==> config.mk <==
export PLATFORM = sky130hd
export DESIGN_NAME = sram_arbiter
export DESIGN_NICKNAME = d
export VERILOG_FILES = /design/src/rtl/gpu_mem_pkg.sv /design/src/rtl/sram_rr_picker.sv /design/src/rtl/sram_arbiter.sv
export SDC_FILE = /design/constraint.sdc
export NUM_CORES = 1
export LEC_CHECK = 0
export CAP_MARGIN = 15
export CELL_PAD_IN_SITES_DETAIL_PLACEMENT = 1
export CELL_PAD_IN_SITES_GLOBAL_PLACEMENT = 1
export CORE_ASPECT_RATIO = 0.6
export CORE_UTILIZATION = 28
export DETAILED_ROUTE_END_ITERATION = 8
export HOLD_SLACK_MARGIN = 0.15
export PLACE_DENSITY_LB_ADDON = 0.1
export SLEW_MARGIN = 20
export SYNTH_ARGS = -nofsm -noshare
export SYNTH_HDL_FRONTEND = slang
export SYNTH_SLANG_ARGS = --single-unit
==> constraint.sdc <==
create_clock -name clk_sram -period 3.8 [get_ports clk_sram]
set_clock_uncertainty 0.1 [all_clocks]
set_input_delay 0.38 -clock clk_sram [delete_from_list [all_inputs] [get_ports clk_sram]]
set_output_delay 0.38 -clock clk_sram [all_outputs]
set_load 0.005 [all_outputs]
==> src/rtl/gpu_mem_pkg.sv <==
// Shared memory-subsystem definitions for the SRAM port arbiter.
package gpu_mem_pkg;
  localparam int NUM_MEM_PORTS = 4;
  localparam int PORT_DISPLAY  = 0;
  localparam int SRAM_ADDR_W   = 24;
  localparam int SRAM_DATA_W   = 32;
  localparam int PORT_IDX_W    = 2;

  typedef enum logic [1:0] {
    ARB_IDLE  = 2'd0,
    ARB_ISSUE = 2'd1,
    ARB_DONE  = 2'd2
  } arb_state_t;

  function automatic logic [NUM_MEM_PORTS-1:0] port_onehot(input logic [PORT_IDX_W-1:0] p);
    port_onehot    = '0;
    port_onehot[p] = 1'b1;
  endfunction
endpackage

==> src/rtl/sram_rr_picker.sv <==
// Round-robin pick among general ports 1-3, searching from the port after rr_last.
module sram_rr_picker
  import gpu_mem_pkg::*;
(
  input  logic [3:1]            req,
  input  logic [PORT_IDX_W-1:0] rr_last,
  output logic                  valid,
  output logic [PORT_IDX_W-1:0] pick
);

  always_comb begin
    valid = |req;
    pick  = 2'd1;
    case (rr_last)
      2'd1:    pick = req[2] ? 2'd2 : (req[3] ? 2'd3 : 2'd1);
      2'd2:    pick = req[3] ? 2'd3 : (req[1] ? 2'd1 : 2'd2);
      default: pick = req[1] ? 2'd1 : (req[2] ? 2'd2 : 2'd3);
    endcase
  end

endmodule

==> src/rtl/sram_arbiter.sv <==
// Four-port SRAM arbiter: display port with bounded priority, ports 1-3 round-robin,
// one transaction outstanding at a time.
module sram_arbiter
  import gpu_mem_pkg::*;
#(
  parameter int DISP_MAX_CONSEC = 8
) (
  input  logic                                 clk_sram,
  input  logic                                 rst_sram,
  input  logic [NUM_MEM_PORTS-1:0]             req_i,
  input  logic [NUM_MEM_PORTS-1:0]             we_i,
  input  logic [NUM_MEM_PORTS*SRAM_ADDR_W-1:0] addr_i,
  input  logic [NUM_MEM_PORTS*SRAM_DATA_W-1:0] wdata_i,
  output logic [NUM_MEM_PORTS-1:0]             ack_o,
  output logic [SRAM_DATA_W-1:0]               rdata_o,
  output logic [NUM_MEM_PORTS-1:0]             ready_o,
  output logic                                 sram_req,
  output logic                                 sram_we,
  output logic [SRAM_ADDR_W-1:0]               sram_addr,
  output logic [SRAM_DATA_W-1:0]               sram_wdata,
  input  logic [SRAM_DATA_W-1:0]               sram_rdata,
  input  logic                                 sram_ack,
  input  logic                                 sram_ready
);

  localparam int STREAK_W = $clog2(DISP_MAX_CONSEC + 1) < 1 ? 1 : $clog2(DISP_MAX_CONSEC + 1);
  localparam logic [STREAK_W-1:0] STREAK_MAX = STREAK_W'(DISP_MAX_CONSEC);

  arb_state_t                                  r_state;
  logic [PORT_IDX_W-1:0]                       r_grant;
  logic [PORT_IDX_W-1:0]                       r_rr_last;
  logic [STREAK_W-1:0]                         r_streak;

  logic [NUM_MEM_PORTS-1:0][SRAM_ADDR_W-1:0]   w_addr;
  logic [NUM_MEM_PORTS-1:0][SRAM_DATA_W-1:0]   w_wdata;
  logic                                        w_rr_valid;
  logic [PORT_IDX_W-1:0]                       w_rr_pick;
  logic                                        w_disp_sel;
  logic [PORT_IDX_W-1:0]                       w_sel;
  logic                                        w_grant;

  assign w_addr  = addr_i;
  assign w_wdata = wdata_i;
  assign ready_o = {NUM_MEM_PORTS{sram_ready}};

  sram_rr_picker u_rr (
    .req     (req_i[3:1]),
    .rr_last (r_rr_last),
    .valid   (w_rr_valid),
    .pick    (w_rr_pick)
  );

  // Display wins until its streak saturates, but only while someone else is waiting.
  assign w_disp_sel = req_i[PORT_DISPLAY] &&
                      ((r_streak < STREAK_MAX) || (req_i[3:1] == 3'b000));
  assign w_sel      = w_disp_sel ? PORT_IDX_W'(PORT_DISPLAY) : w_rr_pick;
  assign w_grant    = sram_ready && (w_disp_sel || w_rr_valid);

  always_ff @(posedge clk_sram) begin
    if (rst_sram) begin
      r_state    <= ARB_IDLE;
      r_grant    <= '0;
      r_rr_last  <= 2'd3;
      r_streak   <= '0;
      sram_req   <= 1'b0;
      sram_we    <= 1'b0;
      sram_addr  <= '0;
      sram_wdata <= '0;
      ack_o      <= '0;
      rdata_o    <= '0;
    end else begin
      case (r_state)
        ARB_IDLE: begin
          ack_o <= '0;
          if (w_grant) begin
            r_grant    <= w_sel;
            sram_req   <= 1'b1;
            sram_we    <= we_i[w_sel];
            sram_addr  <= w_addr[w_sel];
            sram_wdata <= w_wdata[w_sel];
            r_state    <= ARB_ISSUE;
            if (w_disp_sel) begin
              if (r_streak != STREAK_MAX) r_streak <= r_streak + 1'b1;
            end else begin
              r_streak  <= '0;
              r_rr_last <= w_rr_pick;
            end
          end
        end
        ARB_ISSUE: begin
          if (sram_ack) begin
            sram_req <= 1'b0;
            rdata_o  <= sram_rdata;
            ack_o    <= port_onehot(r_grant);
            r_state  <= ARB_DONE;
          end
        end
        ARB_DONE: begin
          ack_o   <= '0;
          r_state <= ARB_IDLE;
        end
        default: begin
          ack_o    <= '0;
          sram_req <= 1'b0;
          r_state  <= ARB_IDLE;
        end
      endcase
    end
  end

endmodule

# --- Yosys cells after proc, flatten, opt, wreduce, memory -nomap -nowiden ---
# Cells that the tools add are included.
# Widths: inputs -> output; s select.
classes:
  n_addsub: 1
  n_mul: 0
  div_mod_pow: 0
  magnitude_cmp: 4
  eq_ne: 8
  shifts: 0
  mux: 24
  n_bitwise: 3
  reduce_logical: 15
ops:
  columns: ["operator", "n"]
  rows:
  - ["$bmux 32 s2", 1]
  - ["$bmux 24 s2", 1]
  - ["$mux 32", 1]
  - ["$mux 24", 1]
  - ["$mux 2", 8]
  - ["$reduce_and 3->1", 3]
  - ["$mux 4", 2]
  - ["$pmux 2 s2", 2]
  - ["$lt 2x3->1 const B", 2]
  - ["$reduce_and 2->1", 3]
  - ["$mux 1", 5]
  - ["$add 4x1->4 const B", 1]
  - ["$eq 2x1->1 const B", 2]
  - ["$eq 2x2->1 const B", 2]
  - ["$lt 4x4->1 const B", 1]
  - ["$ne 2x2->1 const B", 2]
  - ["$ne 4x4->1 const B", 1]
  - ["$logic_and 1x1->1", 3]
  - ["$logic_not 3->1", 1]
  - ["$not 1->1", 3]
  - ["$pmux 1 s3", 1]
  - ["$reduce_or 3->1", 1]
  - ["$bmux 1 s2", 1]
  - ["$demux 1 s2", 1]
  - ["other kinds (5)", 6]
totals:
  reg_bits: 104
  latch_bits: 0
  ramBits: 0
  romBits: 0
  inputBits: 268
  out_inout_bits: 98
  word_cells: 65
  memories: 0

# --- Depth between registers and ports, before layout ---
# Gate-level depths: netlist (run 1).
depth:
  word_depth: 7
  ltp_mapped: 10
  mapped_depth_nobuf: 6

# --- Cells and area by module ---
# From an unflattened synthesis (run 1), not the netlist that was laid out.
hier_totals:
  hier_cells: 643
  hier_area_um2: 5612.9
by_module_without_submodules:
  columns: ["mod", "instances", "cells_each", "area_each_um2"]
  rows:
  - ["sram_arbiter", 1, 630, 5522.8]
  - ["sram_rr_picker", 1, 13, 90.1]

# --- Worst setup path after synthesis (run 1) ---
# No wires, ideal clock.
synth_path:
  kind: "reg2reg"
  start: "register r_rr_last[0]"
  end: "register sram_wdata[10]"
  setup_time_ps: 122
  arrival_ps: 1938
  required_ps: 3578
  path_slack_ps: 1640
  path_stages_with_launch: 10
  path_buffers: 3
  path_cell_list: "dfxtp_1 > inv_1 > ha_1 > buf_4 > nor2_1 > o221a_2 > clkbuf_1 > buf_2 > a211oi_1 > a311o_1"
synth_via:
  elab_chain_cells: 5
  elab_cells_between_ends: 6
  cone_classes: "eq/ne (2); mux (4)"
synth_lines:
  columns: ["item", "line", "rtl"]
  rows:
  - ["from (decl)", "sram_arbiter.sv:31", "logic [PORT_IDX_W-1:0] r_rr_last;"]
  - ["from (signal assigned)", "sram_arbiter.sv:86", "r_rr_last <= w_rr_pick;"]
  - ["$eq 2x2->1 / $eq 2x1->1 (equally long branches)", "sram_rr_picker.sv:14", "case (rr_last)"]
  - ["$pmux 2 s2 *", "sram_rr_picker.sv:14", null]
  - ["$mux 2 *", "sram_arbiter.sv:56", "assign w_sel = w_disp_sel ? PORT_IDX_W'(PORT_DISPLAY) : w_rr_pick;"]
  - ["$bmux 32 s2 *", "sram_arbiter.sv:80", "sram_wdata <= w_wdata[w_sel];"]
  - ["$mux 32 (not written as such) *", "sram_arbiter.sv:80", null]
  - ["to (signal assigned)", "sram_arbiter.sv:80", null]
  - ["to (decl)", "sram_arbiter.sv:20", "output logic [SRAM_DATA_W-1:0] sram_wdata,"]
# Every way passes the cells marked *; elsewhere a longest branch is shown, timed or not. The select of a mux whose other input is x is not followed.
# A chain may end at the register's enable or synchronous reset.

# --- Worst setup path in the final report (run 1) ---
layout_path:
  start: "register r_rr_last[0]"
  end: "register sram_addr[3]"
layout_via:
  elab_chain_cells: 5
  elab_cells_between_ends: 6
  cone_classes: "eq/ne (2); mux (4)"
layout_lines:
  columns: ["item", "line", "rtl"]
  rows:
  - ["$eq 2x2->1 / $eq 2x1->1 (equally long branches)", "sram_rr_picker.sv:14", null]
  - ["$pmux 2 s2 *", "sram_rr_picker.sv:14", null]
  - ["$mux 2 *", "sram_arbiter.sv:56", null]
  - ["$bmux 24 s2 *", "sram_arbiter.sv:79", "sram_addr <= w_addr[w_sel];"]
  - ["$mux 24 (not written as such) *", "sram_arbiter.sv:79", null]
  - ["to (signal assigned)", "sram_arbiter.sv:79", null]
  - ["to (decl)", "sram_arbiter.sv:19", "output logic [SRAM_ADDR_W-1:0] sram_addr,"]
# Marks and branches as above.

==> results of run 1 <==
[worst max-delay path, stage by stage, from the launching register on]
cell	delay, ns
dfxtp_1	0.35
inv_1	0.05
ha_1	0.47
o21ai_4	0.67
nand3_2	0.56
buf_12	0.37
a2111oi_0	0.54
a311oi_1	0.09
[through the flow]
stage | hold WS (ns) | power (mW) | worst slack (ns) | area, um2
final | 0.353 | 3.37 | 0.416 | 10200
after global routing | 0.370 | 3.54 | 0.154 | 10200
after CTS | 0.345 | 3.40 | 0.441 | 10200
after detailed placement | 0.349 | 2.32 | 0.433 | 9850
after global placement | 0.341 | 2.31 | 0.604 | 9850
after floorplan | 0.348 | 1.70 | 1.64 | 6050
[state kept, by name, summed over array words and instances (netlist names)]
register    flops
sram_addr      24
r_rr_last       2
ack_o           4
r_state         2
sram_we         1
sram_wdata     32
r_grant         2
sram_req        1
r_streak        4
rdata_o        32
[final timing paths]
path	start	slack, ns	to
worst max-delay path	r_rr_last[0]$_SDFFE_PP1P_	0.42	sram_addr[3]$_SDFFE_PP0P_
worst min-delay path	rst_sram	0.35	r_grant[1]$_SDFFE_PP0P_
worst max register to register	r_rr_last[0]$_SDFFE_PP1P_	0.42	sram_addr[3]$_SDFFE_PP0P_
worst min register to register	rdata_o[9]$_SDFFE_PP0P_	0.36	rdata_o[9]$_SDFFE_PP0P_
[where the power goes]
| group | switching [mW] | internal (mW) | total [mW] |
|---|---|---|---|
| clock network | 0.480 | 0.590 | 1.07 |
| registers | 0.0513 | 1.18 | 1.23 |
| logic | 0.496 | 0.572 | 1.07 |
[logic make-up (layout without fill, tap and decap cells)]
group / count (synthesis) / after routing
compound gates: 294 / 294
simple gates: 201 / 201
flops: 104 / 104
buf+inv: 103 / 408
fa+ha+maj: 4 / 4
[metal layers]
layer | up-vias | track usage (%) | wire length, um
li1 | 3416 | - | -
met1 | 3501 | 34.3 | 13200
met2 | 267 | 41.0 | 13100
met3 | 29 | 8.21 | 2510
met4 | 6 | 5.50 | 388
met5 | - | 0 | 35
[synthesized netlist by cell type, drive strengths merged (24+ instances only)]
cell / count / share of area [%]
dfxtp: 104 / 34
nand2: 70 / 4.4
clkbuf: 64 / 4.0
a21oi: 43 / 3.6
o21ai: 42 / 3.5
nand3b: 39 / 4.8
o21bai: 35 / 4.3
a2111oi: 34 / 4.9
a311oi: 34 / 4.9
and4: 34 / 4.9
buf: 32 / 3.5
nand4: 26 / 2.7
a32o: 24 / 4.0
[cell type report]
| type | count | area (um2) | share of cell area, % |
|---|---|---|---|
| Multi-Input combinational cell | 499 | 3550 | 34.9 |
| Timing Repair Buffer | 386 | 3840 | 37.8 |
| Clock buffer | 9 | 225 | 2.21 |
| Tap cell | 279 | 349 | 3.43 |
| Clock inverter | 6 | 100 | 0.983 |
| Inverter | 7 | 26.3 | 0.258 |
| Sequential cell | 104 | 2080 | 20.5 |
==> impl_metrics.env, run 1 <==
export IMPL_ios=366
export IMPL_vias_per_cell=5.60
export IMPL_initial_utilization_pct=28.7
export IMPL_dr_pass1_iters=5
export IMPL_syn_area_per_cell_um2=8.58
export IMPL_drc_errors=0
export IMPL_fmax_mhz=295
export IMPL_grt_max_degree=60
export IMPL_cts_max_path_buffers=2
export IMPL_synthMuxAreaShare_pct=0
export IMPL_fill_cells=2383
export IMPL_setup_viol=0
export IMPL_synth_area_um2=6050
export IMPL_maxCapViolCount=0
export IMPL_cts_sinks=104
export IMPL_synth_adder_area_share_pct=0.827
export IMPL_rsz0062_at_grt="false"
export IMPL_wire_per_inst_um=22.6
export IMPL_diodes=0
export IMPL_holdPathStages=2
export IMPL_dieArea_um2=22200
export IMPL_hold_path_class="in2reg"
export IMPL_utilization_pct=48.3
export IMPL_seq_area_frac_synth_pct=34.4
export IMPL_finalCriticalPeriod_ns=3.38
export IMPL_final_common_cell="clkdlybuf4s50_1"
export IMPL_p_leak_nw=3.43
export IMPL_status="complete, no violations"
export IMPL_cts_root_buf="clkbuf_16"
export IMPL_cp_data_arrival_time_ns=3.51
export IMPL_area_delta_synth_final_pct=68.1
export IMPL_synth_xor_area_share_pct=0
export IMPL_worst_ep_required_time_ns=3.92
export IMPL_antenna_found_initial=4
export IMPL_crit_type="reg2reg"
export IMPL_clkLatencyLatePin_ns=0.36
export IMPL_synth_compound_area_share_pct=36.5
export IMPL_post_cts_buffers=0
export IMPL_netlist_instances=706
export IMPL_synth_edff_count=0
export IMPL_grt_pass1_vias=7361
export IMPL_synth_seq_cells=104
export IMPL_final_antenna_net_count=0
export IMPL_core_area_um2=21100
export IMPL_worst_setup_path_start_kind="register"
export IMPL_num_rows=41
export IMPL_synth_cell_types=51
export IMPL_slew_viol_final=0
export IMPL_hold_violations=0
export IMPL_fp_dieH_um=116
export IMPL_ys_warnings_count=0
export IMPL_fin_nets=1279
export IMPL_wl_um=29200
export IMPL_drt_iter0_drc=339
export IMPL_pwr_density_cell_nw_per_um2=331
export IMPL_place_gp_congestion=0.815
export IMPL_grt_usage_pct=25.9
export IMPL_final_cell_mix="364 x clkdlybuf4s50_1, 104 x dfxtp_1, 69 x nand2_1"
export IMPL_io_buffers=365
export IMPL_post_place_cells=1275
export IMPL_slew_headroom_pct=26.5
export IMPL_setup_worst_path_end_class="register"
export IMPL_fp_dieW_um=192
export IMPL_synth_top_family_by_area="compound AO/OA/AOI/OAI gates"
export IMPL_period_share_pct=89.1
export IMPL_finalSetupTns_ns=0
export IMPL_synth_flop_cell="dfxtp_1"
export IMPL_rr_worst_depth=7
export IMPL_path_max_fanout=45
export IMPL_cts_resized=0
export IMPL_cts_reportedPaths_clkPinSlew_ns=0.08
export IMPL_synthArstFlopShare_pct=0
export IMPL_h_tree_depth=3
export IMPL_synth_nets=978
export IMPL_ir_worst_vdd_mv=0.227
export IMPL_holdBufCountCts=0
export IMPL_vias=7219
export IMPL_grt_overflow_total=0
export IMPL_hpwlAfterDp_um=20400
export IMPL_cts_made_buffers=9
export IMPL_cts_tree="yes"
export IMPL_final_cells=1290
export IMPL_drive_gt1_share_pct=5.54
export IMPL_tightestPinTransition_ns=1.10
export IMPL_grt_pass1_wl_um=43900
export IMPL_synthSimpleGateAreaFrac_pct=20.3
Power figures use the tool's default switching activity.
==> run 2, diff against run 1 <==
--- a/config.mk
+++ b/config.mk
@@ -10,6 +10,7 @@
 export CELL_PAD_IN_SITES_GLOBAL_PLACEMENT = 1
 export CORE_ASPECT_RATIO = 0.6
 export CORE_UTILIZATION = 28
+export CTS_BUF_LIST = sky130_fd_sc_hd__clkbuf_8 sky130_fd_sc_hd__clkbuf_16
 export DETAILED_ROUTE_END_ITERATION = 8
 export HOLD_SLACK_MARGIN = 0.15
 export PLACE_DENSITY_LB_ADDON = 0.1
==> constraint.sdc (replaced) <==
create_clock -name clk_sram -period 3.8 [get_ports clk_sram]
set_clock_uncertainty 0.1 [all_clocks]
set_input_delay 0.38 -clock clk_sram [delete_from_list [all_inputs] [get_ports clk_sram]]
set_output_delay 0.38 -clock clk_sram [all_outputs]
set_load 0.01 [all_outputs]
==> results of run 2 <==
The final DEF is identical to that of run 1. Status: complete, no violations.
Among the figures that moved: total power 3.37 mW -> 3.40 mW
